### config.mk
export PLATFORM = sky130hd
export DESIGN_NAME = sram_obi_bank_ctrl
export DESIGN_NICKNAME = d
export VERILOG_FILES = /design/src/rtl/sram_obi_bank_ctrl_pkg.sv /design/src/rtl/sram_obi_bank_ctrl.sv
export SDC_FILE = /design/constraint.sdc
export NUM_CORES = 1
export LEC_CHECK = 0
export ABC_CLOCK_PERIOD_IN_PS = 2400
export BUFFER_PORTS_ARGS = -buffer_cell sky130_fd_sc_hd__buf_2
export CAP_MARGIN = 20
export CORE_MARGIN = 5
export CORE_UTILIZATION = 38
export CTS_CLUSTER_SIZE = 16
export DETAILED_ROUTE_END_ITERATION = 7
export PLACE_DENSITY = 0.82
export SLEW_MARGIN = 25
export SYNTH_ARGS = -nofsm -noshare
export SYNTH_HDL_FRONTEND = slang
export SYNTH_SLANG_ARGS = --single-unit
### constraint.sdc
create_clock -name clk_i -period 2.4 [get_ports clk_i]
set_input_delay 0.48 -clock clk_i [delete_from_list [all_inputs] [get_ports clk_i]]
set_output_delay 0.48 -clock clk_i [all_outputs]
set_load 0.01 [all_outputs]
### src/rtl/sram_obi_bank_ctrl_pkg.sv
// Shared types for the OBI-to-SRAM bank controller: FSM state encoding and
// the byte-to-word address offset.
package sram_ctrl_pkg;

    typedef enum logic [2:0] {
        INIT  = 3'd0,
        RUN   = 3'd1,
        DRAIN = 3'd2,
        RET   = 3'd3,
        WAKE  = 3'd4
    } sram_ctrl_state_e;

    localparam int unsigned WordOffset = 2;

endpackage

### src/rtl/sram_obi_bank_ctrl.sv
// OBI slave front-end for one SRAM bank: zero-fill after reset, word-addressed
// pass-through with a one-cycle response, and the retention entry/exit handshake.
module sram_obi_bank_ctrl
    import sram_ctrl_pkg::*;
#(
    parameter int unsigned NumWords    = 8192,
    parameter int unsigned DataWidth   = 32,
    parameter bit          InitOnReset = 1'b1,
    parameter int unsigned WakeCycles  = 2,
    parameter int unsigned AddrWidth   = $clog2(NumWords)
) (
    input  logic                 clk_i,
    input  logic                 rst_ni,
    input  logic                 req_i,
    output logic                 gnt_o,
    input  logic [31:0]          addr_i,
    input  logic                 we_i,
    input  logic [3:0]           be_i,
    input  logic [31:0]          wdata_i,
    output logic                 rvalid_o,
    output logic [31:0]          rdata_o,
    input  logic                 ret_req_i,
    output logic                 ret_ack_o,
    output logic                 init_done_o,
    output logic                 sram_req_o,
    output logic                 sram_we_o,
    output logic [AddrWidth-1:0] sram_addr_o,
    output logic [31:0]          sram_wdata_o,
    output logic [3:0]           sram_be_o,
    output logic                 sram_set_retentive_no,
    input  logic [31:0]          sram_rdata_i
);

    localparam int unsigned WakeW = $clog2(WakeCycles + 1);
    localparam int unsigned CntW  = (AddrWidth > WakeW) ? AddrWidth : WakeW;

    if (DataWidth != 32) begin : g_bad_width
        $error("sram_obi_bank_ctrl supports DataWidth = 32 only");
    end

    sram_ctrl_state_e     r_state;
    logic [CntW-1:0]      r_cnt;
    logic                 r_init_done;
    logic                 r_ret_ack;
    logic                 r_set_ret_n;
    logic                 r_rvalid;
    logic                 r_rd;

    logic                 w_gnt;
    logic                 w_sram_req;
    logic                 w_sram_we;
    logic [AddrWidth-1:0] w_sram_addr;
    logic [31:0]          w_sram_wdata;
    logic [3:0]           w_sram_be;
    logic                 w_unused;

    // Ignored byte-lane and aliasing address bits.
    assign w_unused = ^{addr_i[31:AddrWidth+WordOffset], addr_i[WordOffset-1:0]};

    // Grant decode and SRAM request steering (sweep writes vs. granted bus requests).
    always_comb begin
        w_gnt        = 1'b0;
        w_sram_req   = 1'b0;
        w_sram_we    = 1'b0;
        w_sram_addr  = '0;
        w_sram_wdata = 32'h0000_0000;
        w_sram_be    = 4'h0;
        case (r_state)
            INIT: begin
                // Keep the SRAM port quiet while reset is held.
                if (rst_ni) begin
                    w_sram_req  = 1'b1;
                    w_sram_we   = 1'b1;
                    w_sram_be   = 4'hF;
                    w_sram_addr = r_cnt[AddrWidth-1:0];
                end else begin
                    w_sram_req  = 1'b0;
                end
            end
            RUN: begin
                w_gnt = req_i & ~ret_req_i;
                if (w_gnt) begin
                    w_sram_req   = 1'b1;
                    w_sram_we    = we_i;
                    w_sram_be    = be_i;
                    w_sram_wdata = wdata_i;
                    w_sram_addr  = addr_i[AddrWidth+WordOffset-1:WordOffset];
                end else begin
                    w_sram_req   = 1'b0;
                end
            end
            default: begin
                w_gnt = 1'b0;
            end
        endcase
    end

    // Control FSM, shared sweep/wake counter and response registers.
    always_ff @(posedge clk_i or negedge rst_ni) begin
        if (!rst_ni) begin
            r_state     <= InitOnReset ? INIT : RUN;
            r_cnt       <= '0;
            r_init_done <= 1'b0;
            r_ret_ack   <= 1'b0;
            r_set_ret_n <= 1'b1;
            r_rvalid    <= 1'b0;
            r_rd        <= 1'b0;
        end else begin
            r_rvalid <= w_gnt;
            r_rd     <= w_gnt & ~we_i;
            case (r_state)
                INIT: begin
                    if (r_cnt == CntW'(NumWords - 1)) begin
                        r_state     <= RUN;
                        r_init_done <= 1'b1;
                        r_cnt       <= '0;
                    end else begin
                        r_cnt <= r_cnt + CntW'(1);
                    end
                end
                RUN: begin
                    r_init_done <= 1'b1;
                    if (ret_req_i) begin
                        r_state <= DRAIN;
                    end
                end
                DRAIN: begin
                    r_state     <= RET;
                    r_set_ret_n <= 1'b0;
                    r_ret_ack   <= 1'b1;
                end
                RET: begin
                    if (!ret_req_i) begin
                        r_state     <= WAKE;
                        r_set_ret_n <= 1'b1;
                        r_cnt       <= CntW'(WakeCycles - 1);
                    end
                end
                WAKE: begin
                    // A re-asserted ret_req_i is picked up again from RUN.
                    if (r_cnt == '0) begin
                        r_state   <= RUN;
                        r_ret_ack <= 1'b0;
                    end else begin
                        r_cnt <= r_cnt - CntW'(1);
                    end
                end
                default: begin
                    r_state <= RUN;
                end
            endcase
        end
    end

    assign gnt_o                 = w_gnt;
    assign sram_req_o            = w_sram_req;
    assign sram_we_o             = w_sram_we;
    assign sram_addr_o           = w_sram_addr;
    assign sram_wdata_o          = w_sram_wdata;
    assign sram_be_o             = w_sram_be;
    assign sram_set_retentive_no = r_set_ret_n;
    assign ret_ack_o             = r_ret_ack;
    assign init_done_o           = r_init_done;
    assign rvalid_o              = r_rvalid;
    assign rdata_o               = r_rd ? sram_rdata_i : 32'h0000_0000;

endmodule

[After elaboration in Yosys (flattened, before gate mapping)]
Cells that the tools add are included.
Operators by class
  $add $sub $neg: 2
  bitwise logic cells: 4
  eq/ne operators: 10
  reduce and logical (&&, ||, !) cells: 11
  multiplexer cells: 30
Operator list (count)
  2-to-1 mux 32 bit: 3
  2-to-1 mux 13 bit: 5
  case mux 13 bit (3 select lines): 1
  case mux 13 bit (2 select lines): 1
  case mux 3 bit (5 select lines): 1
  adder 13 x 1 -> 13 bit, second input constant: 1
  == test 13 bit, second input constant: 1
  logical NOT 13 bit: 1
  subtractor 13 x 1 -> 13 bit, second input constant: 1
  2-to-1 mux 3 bit: 4
  != test 2 bit, second input constant: 5
  case mux 1 bit (2 select lines): 5
  2-to-1 mux 4 bit: 2
  case mux 4 bit (2 select lines): 1
  2-to-1 mux 1 bit: 7
  == test 3 x 2 -> 1 bit, second input constant: 2
  AND reduction 2 bit: 3
  nonzero test 2 bit: 3
  AND reduction 4 bit: 1
  == test 3 x 1 -> 1 bit, second input constant: 1
  == test 3 bit, second input constant: 1
  logical NOT 3 bit: 1
  AND reduction 3 bit: 1
  nonzero test 3 bit: 1
  2 further kinds: 4
Word-level totals
  word-level logic and storage cells: 64
  output and inout bits: 88
  input port bits: 105
  bits in registers: 21

[Depth between registers and ports, before layout]
  depth in word-level cells: 4
  gate-level depth with buffers: 7
  depth with buffers taken out: 7

[Worst setup path after synthesis]
Ideal clock, no wire load.
  kind: register to output
  from: reg r_state[1]
  to: out sram_addr_o[0]
  data required time: 1.920 ns
  stages on the path, launching flop included: 5
  slack: 0.199 ns
  path buffers: 2
  data arrival time: 1.721 ns
  cells stage by stage: dfrtp_1 > clkbuf_1 > nor4b_2 > clkbuf_1 > a22o_1
Between the ends
  longest elaborated chain between the ends: 2
  elaborated cells on any way between the ends: 3
  classes of those cells: eq/ne (1); mux (1); reduce/logical (1)
Ends and longest elaborated chain
  start: declaration: RTL line sram_obi_bank_ctrl.sv:41  | sram_ctrl_state_e r_state;
  start signal: assignment: RTL line sram_obi_bank_ctrl.sv:101  | r_state <= InitOnReset ? INIT : RUN;
  == test 3 x 1 -> 1 bit or logical NOT 3 bit (tied branches): RTL line sram_obi_bank_ctrl.sv:68  | case (r_state)
  case mux 13 bit (2 select lines) *: RTL line sram_obi_bank_ctrl.sv:68
  end: declaration: RTL line sram_obi_bank_ctrl.sv:27  | output logic [AddrWidth-1:0] sram_addr_o,
Every way passes the cells marked *; elsewhere a longest branch is shown, timed or not.

[Worst setup path after layout]
  from: reg r_state[0]
  to: out sram_addr_o[2]
The elaborated chain is that of the path after synthesis.

==> results by stage <==
Setup path:
- The setup slack on the worst flop-to-flop path is 0.27 ns.
- On the critical path, the stage with the largest delay is an instance of nor4b_4.
- The maximum single-stage delay on the critical path is 0.53 ns.
- The number of buffers and inverters on the critical path is 2.
- The critical-path maximum fanout is 14.
- The startpoint of the most critical register-to-register path is r_cnt[9].
- The critical path in this run is classified as reg2out.
- The destination of the critical timing path is sram_addr_o[2].
- Counting buffers and inverters, the worst setup path is 4 cells deep.
- The worst register-to-register path has a depth of 5.
- Broken down by cell family, the worst path's largest delay share belongs to simple AND/OR/NAND/NOR gates.
- Traced cell by cell, the critical path runs through nor4b_4 > buf_12 > a22o_1 > buf_2.
- STA puts the critical path data required time at 1.92 ns.
- The endpoint arrival time on the critical path is 1.79 ns.
- The critical path starts at r_state[0].
- STA classifies the critical path startpoint as a register.
- The worst register-to-register path ends at r_cnt[12].
- STA classifies the critical path endpoint as a primary output.

Drt:
- The aggregate routed wire length is 7714 um.
- The number of DRC violations after detailed routing is 0.
- The remaining antenna violation count is 0.
- The first TritonRoute pass finished after 5 iterations.
- After the first detailed-routing iteration, the DRC count stood at 204.
- In the final routed layout, each cell accounts on average for 15.31 um.
- Dividing the detail-routed via count by the number of cells gives 5.373.
- For this block, the via count after detailed routing is 2708.

Placement:
- The final RePlAce weighted congestion is 0.9391.
- Port buffering added 173 buffers.
- The estimated wirelength of the detail-placed design is 6278 um.

Synthesis:
- Synthesis produced a netlist with a net count of 377.
- The number of synthesized flops with an enable pin is 0.
- Of the synthesized area, sequential elements account for 24.82%.
- For this run, the number of Yosys warnings is 0.
- In the synthesized netlist the dominant register cell turns out to be dfrtp_1.
- Yosys attributes the largest share of cell area to dfrtp_1, and2_1, a22o_1, clkbuf_1, nor2_1.
- The area of the mapped netlist is 2122 um2.
- The synthesized netlist cell count is 269.
- After synthesis, the largest area contributor takes up 23.58% of total cell area.
- The number of distinct library cells after synthesis is 55.
- The number of synthesized register bits is 21.
- The leading area contributor after synthesis is dfrtp_1.
- The share of flip-flops with an asynchronous set or reset is 100.0%.
- The mean instance size in the synthesized netlist is 7.889 um2.

Run:
- Max-cap violations in this run came to 0.

Global routing:
- The fraction of met3 tracks used by global routing is 5.397%.
- met2 is the most crowded layer.
- The number of antenna violations at the first check in global routing is 0.
- Global routing consumed, over all layers together, 20.42% of the routing resources.
- The number of global-route vias before repair came to 2686.
- The largest net degree at the start of global routing is 48.
- The wire length of the first global-routing pass is 12390 um.
- The remaining global-route overflow is 0.
- The global-route track usage on met2 is 35.30%.
- The global-route met1 utilization is 24.16%.

Floorplan:
- The initial utilization of the core area, before any placement, comes to 38.77%.
- The standard-cell row count is 27.
- The number of primary I/O pins is 193.
- The area enclosed by the die boundary is 7179 um2.
- The region available for standard cell placement spans 5473 um2.
- The chip height is 84.73 um.
- Measured along the x axis, the die boundary spans 84.73 um.

STA:
- The number of hold violations in the final report came to 0.
- Between clock sinks in the finished design, the worst skew comes to 0.002589 ns.
- The minimum period implied by the final worst setup slack is 2.266 ns.
- The maximum clock frequency is 0.4414 GHz.
- The number of max-slew violations in the final report is 0.
- Setup repair after global routing left no endpoint under its margin.
- At the pin with the least slew margin, the transition time is 0.6538 ns.
- For the final routed database, the setup TNS stands at 0 ns.
- The post-route clock period utilization is 94.40%.
- The setup-violating endpoint count in the final report is 0.
- The worst relative slew slack is 56.41%.

Pwr:
- The overall power of the completed layout is 0.0006734 W.
- The power density relative to cell area is 215.2 nW/um2.
- The worst-case IR drop observed on VDD is 0.2250 mV.
- The leakage power total is 1.774 nW.

CTS:
- The number of clock buffers added by TritonCTS is 3.
- TritonCTS built the clock tree.
- Hold repair after CTS inserted 0 buffers.
- CTS built an H-tree with a depth of 1.
- The CTS clock-pin slew for the worst setup and hold paths is 0.08 ns.
- The total clock sinks is 21.
- The insertion delay to the later sink of the worst-skew pair is 0.27 ns.
- The buffer levels on the longest clock path is 2.
- The CTS root buffer is clkbuf_8.

Outcome:
- The flow ran to the end, and the final reports show no timing, DRC or antenna violations.

Finish:
- The fraction of final layout cells sized beyond drive strength 1 is 46.76%.
- The synthesis-to-layout area growth is 47.46%.
- The final antenna diode count is 0.
- Cells fill 57.18% of the core in the end.
- The net count of the finished layout is 541.

Min path:
- The type of the tightest min-delay check is in2async.
## cell usage in the layout, fill, tap and decap left out, drive strengths merged, types with 2 or more instances in the layout
cell type,synthesis,routed
or4,2,2
dfrtp,20,20
nand2,11,11
and2,65,65
o31ai,7,7
nor4b,2,2
clkbuf,17,3
a22oi,5,5
a21o,5,5
nor3b,3,3
mux2i,3,3
ha,3,3
o32ai,5,5
o22a,2,2
nor3,3,3
and3,3,3
nor2,18,18
or3,3,3
nand4,4,4
a211oi,2,2
a22o,14,14
buf,9,185
o21ai,8,8
and4,2,2
inv,5,5
a31oi,5,5
nand3,8,8
nor4,3,3
a21oi,10,10
nand2b,2,2
or2,2,2
## layout make-up
| type | instances | area, um2 |
|---|---|---|
| Clock buffer | 3 | 41.29 |
| Fill cell | 517 | 2344 |
| Sequential cell | 21 | 528.0 |
| Multi-Input combinational cell | 217 | 1465 |
| Inverter | 5 | 18.77 |
| Timing Repair Buffer | 185 | 980.9 |
| Clock inverter | 1 | 5.005 |
| Tap cell | 72 | 90.09 |
## logic make-up (layout without fill, tap and decap cells)
group                      after synthesis  count (layout)  synth area share, %
muxes                                    3               3                1.415
AOI/OAI and AO/OA                       73              73                25.00
DFF                                     21              21                24.82
adders and majority gates                3               3                1.769
xor gates and xnor gates                 1               1               0.4128
buffers and inverters                   31             194                6.545
and+or+nand+nor                        137             137                40.04
## how the worst min path moves through the flow
stage,endpoint,depth (start not counted),from,slack (ns)
floorplan,init_done_o,0,rst_ni,0.18
detailed placement,init_done_o,1,init_done_o,0.46
CTS,r_cnt[10],2,rst_ni,0.20
finish,r_cnt[10],2,rst_ni,0.20
global route,r_cnt[10],2,rst_ni,0.22
global placement,init_done_o,1,init_done_o,0.45
## per-stage QoR
step	instances	worst slack, ns	hold WS [ns]	area [um2]
5_1_grt	504	0.04618	0.2171	3129
4_1_cts	504	0.06790	0.1964	3128
3_3_place_gp	500	0.3339	0.4473	3082
3_5_place_dp	500	0.3219	0.4564	3082
6_report	504	0.1344	0.1953	3129
2_1_floorplan	269	0.1993	0.1844	2122
## registers in the layout, summed over array words and instances (netlist names)
register and cells:
rvalid_o 1, ret_ack_o 1, init_done_o 1, r_rd 1
r_cnt 13, sram_set_retentive_no 1, r_state 3
## where the power goes
part | internal, W | switching (W)
logic | 0.0000501 | 0.0000246
registers | 0.000353 | 0
clock network | 0.000116 | 0.000129
## synthesized netlist by cell type (all sizes together) (2+ instances only)
library cell	count
or2	2
o21ai	8
or3	3
dfrtp	20
or4	2
ha	3
mux2i	3
nor3b	3
nand4	4
a21oi	10
nand2b	2
inv	5
nor3	3
and3	3
a22o	14
a211oi	2
o22a	2
o32ai	5
buf	9
nand3	8
clkbuf	17
o31ai	7
a31oi	5
nor4b	2
and2	65
nand2	11
a22oi	5
a21o	5
nor4	3
and4	2
nor2	18
## repair_timing
action,in CTS,in global routing
setup endpoints to repair,0,1
setup buffers,0,0
gates resized for setup,0,1
## routing by layer
metal / vias up / routed length (um)
met5: - / 0
met4: 0 / 153
met3: 21 / 706
met2: 163 / 3960
met1: 1223 / 2894
li1: 1301 / -
(Power assumes the default switching activity.)
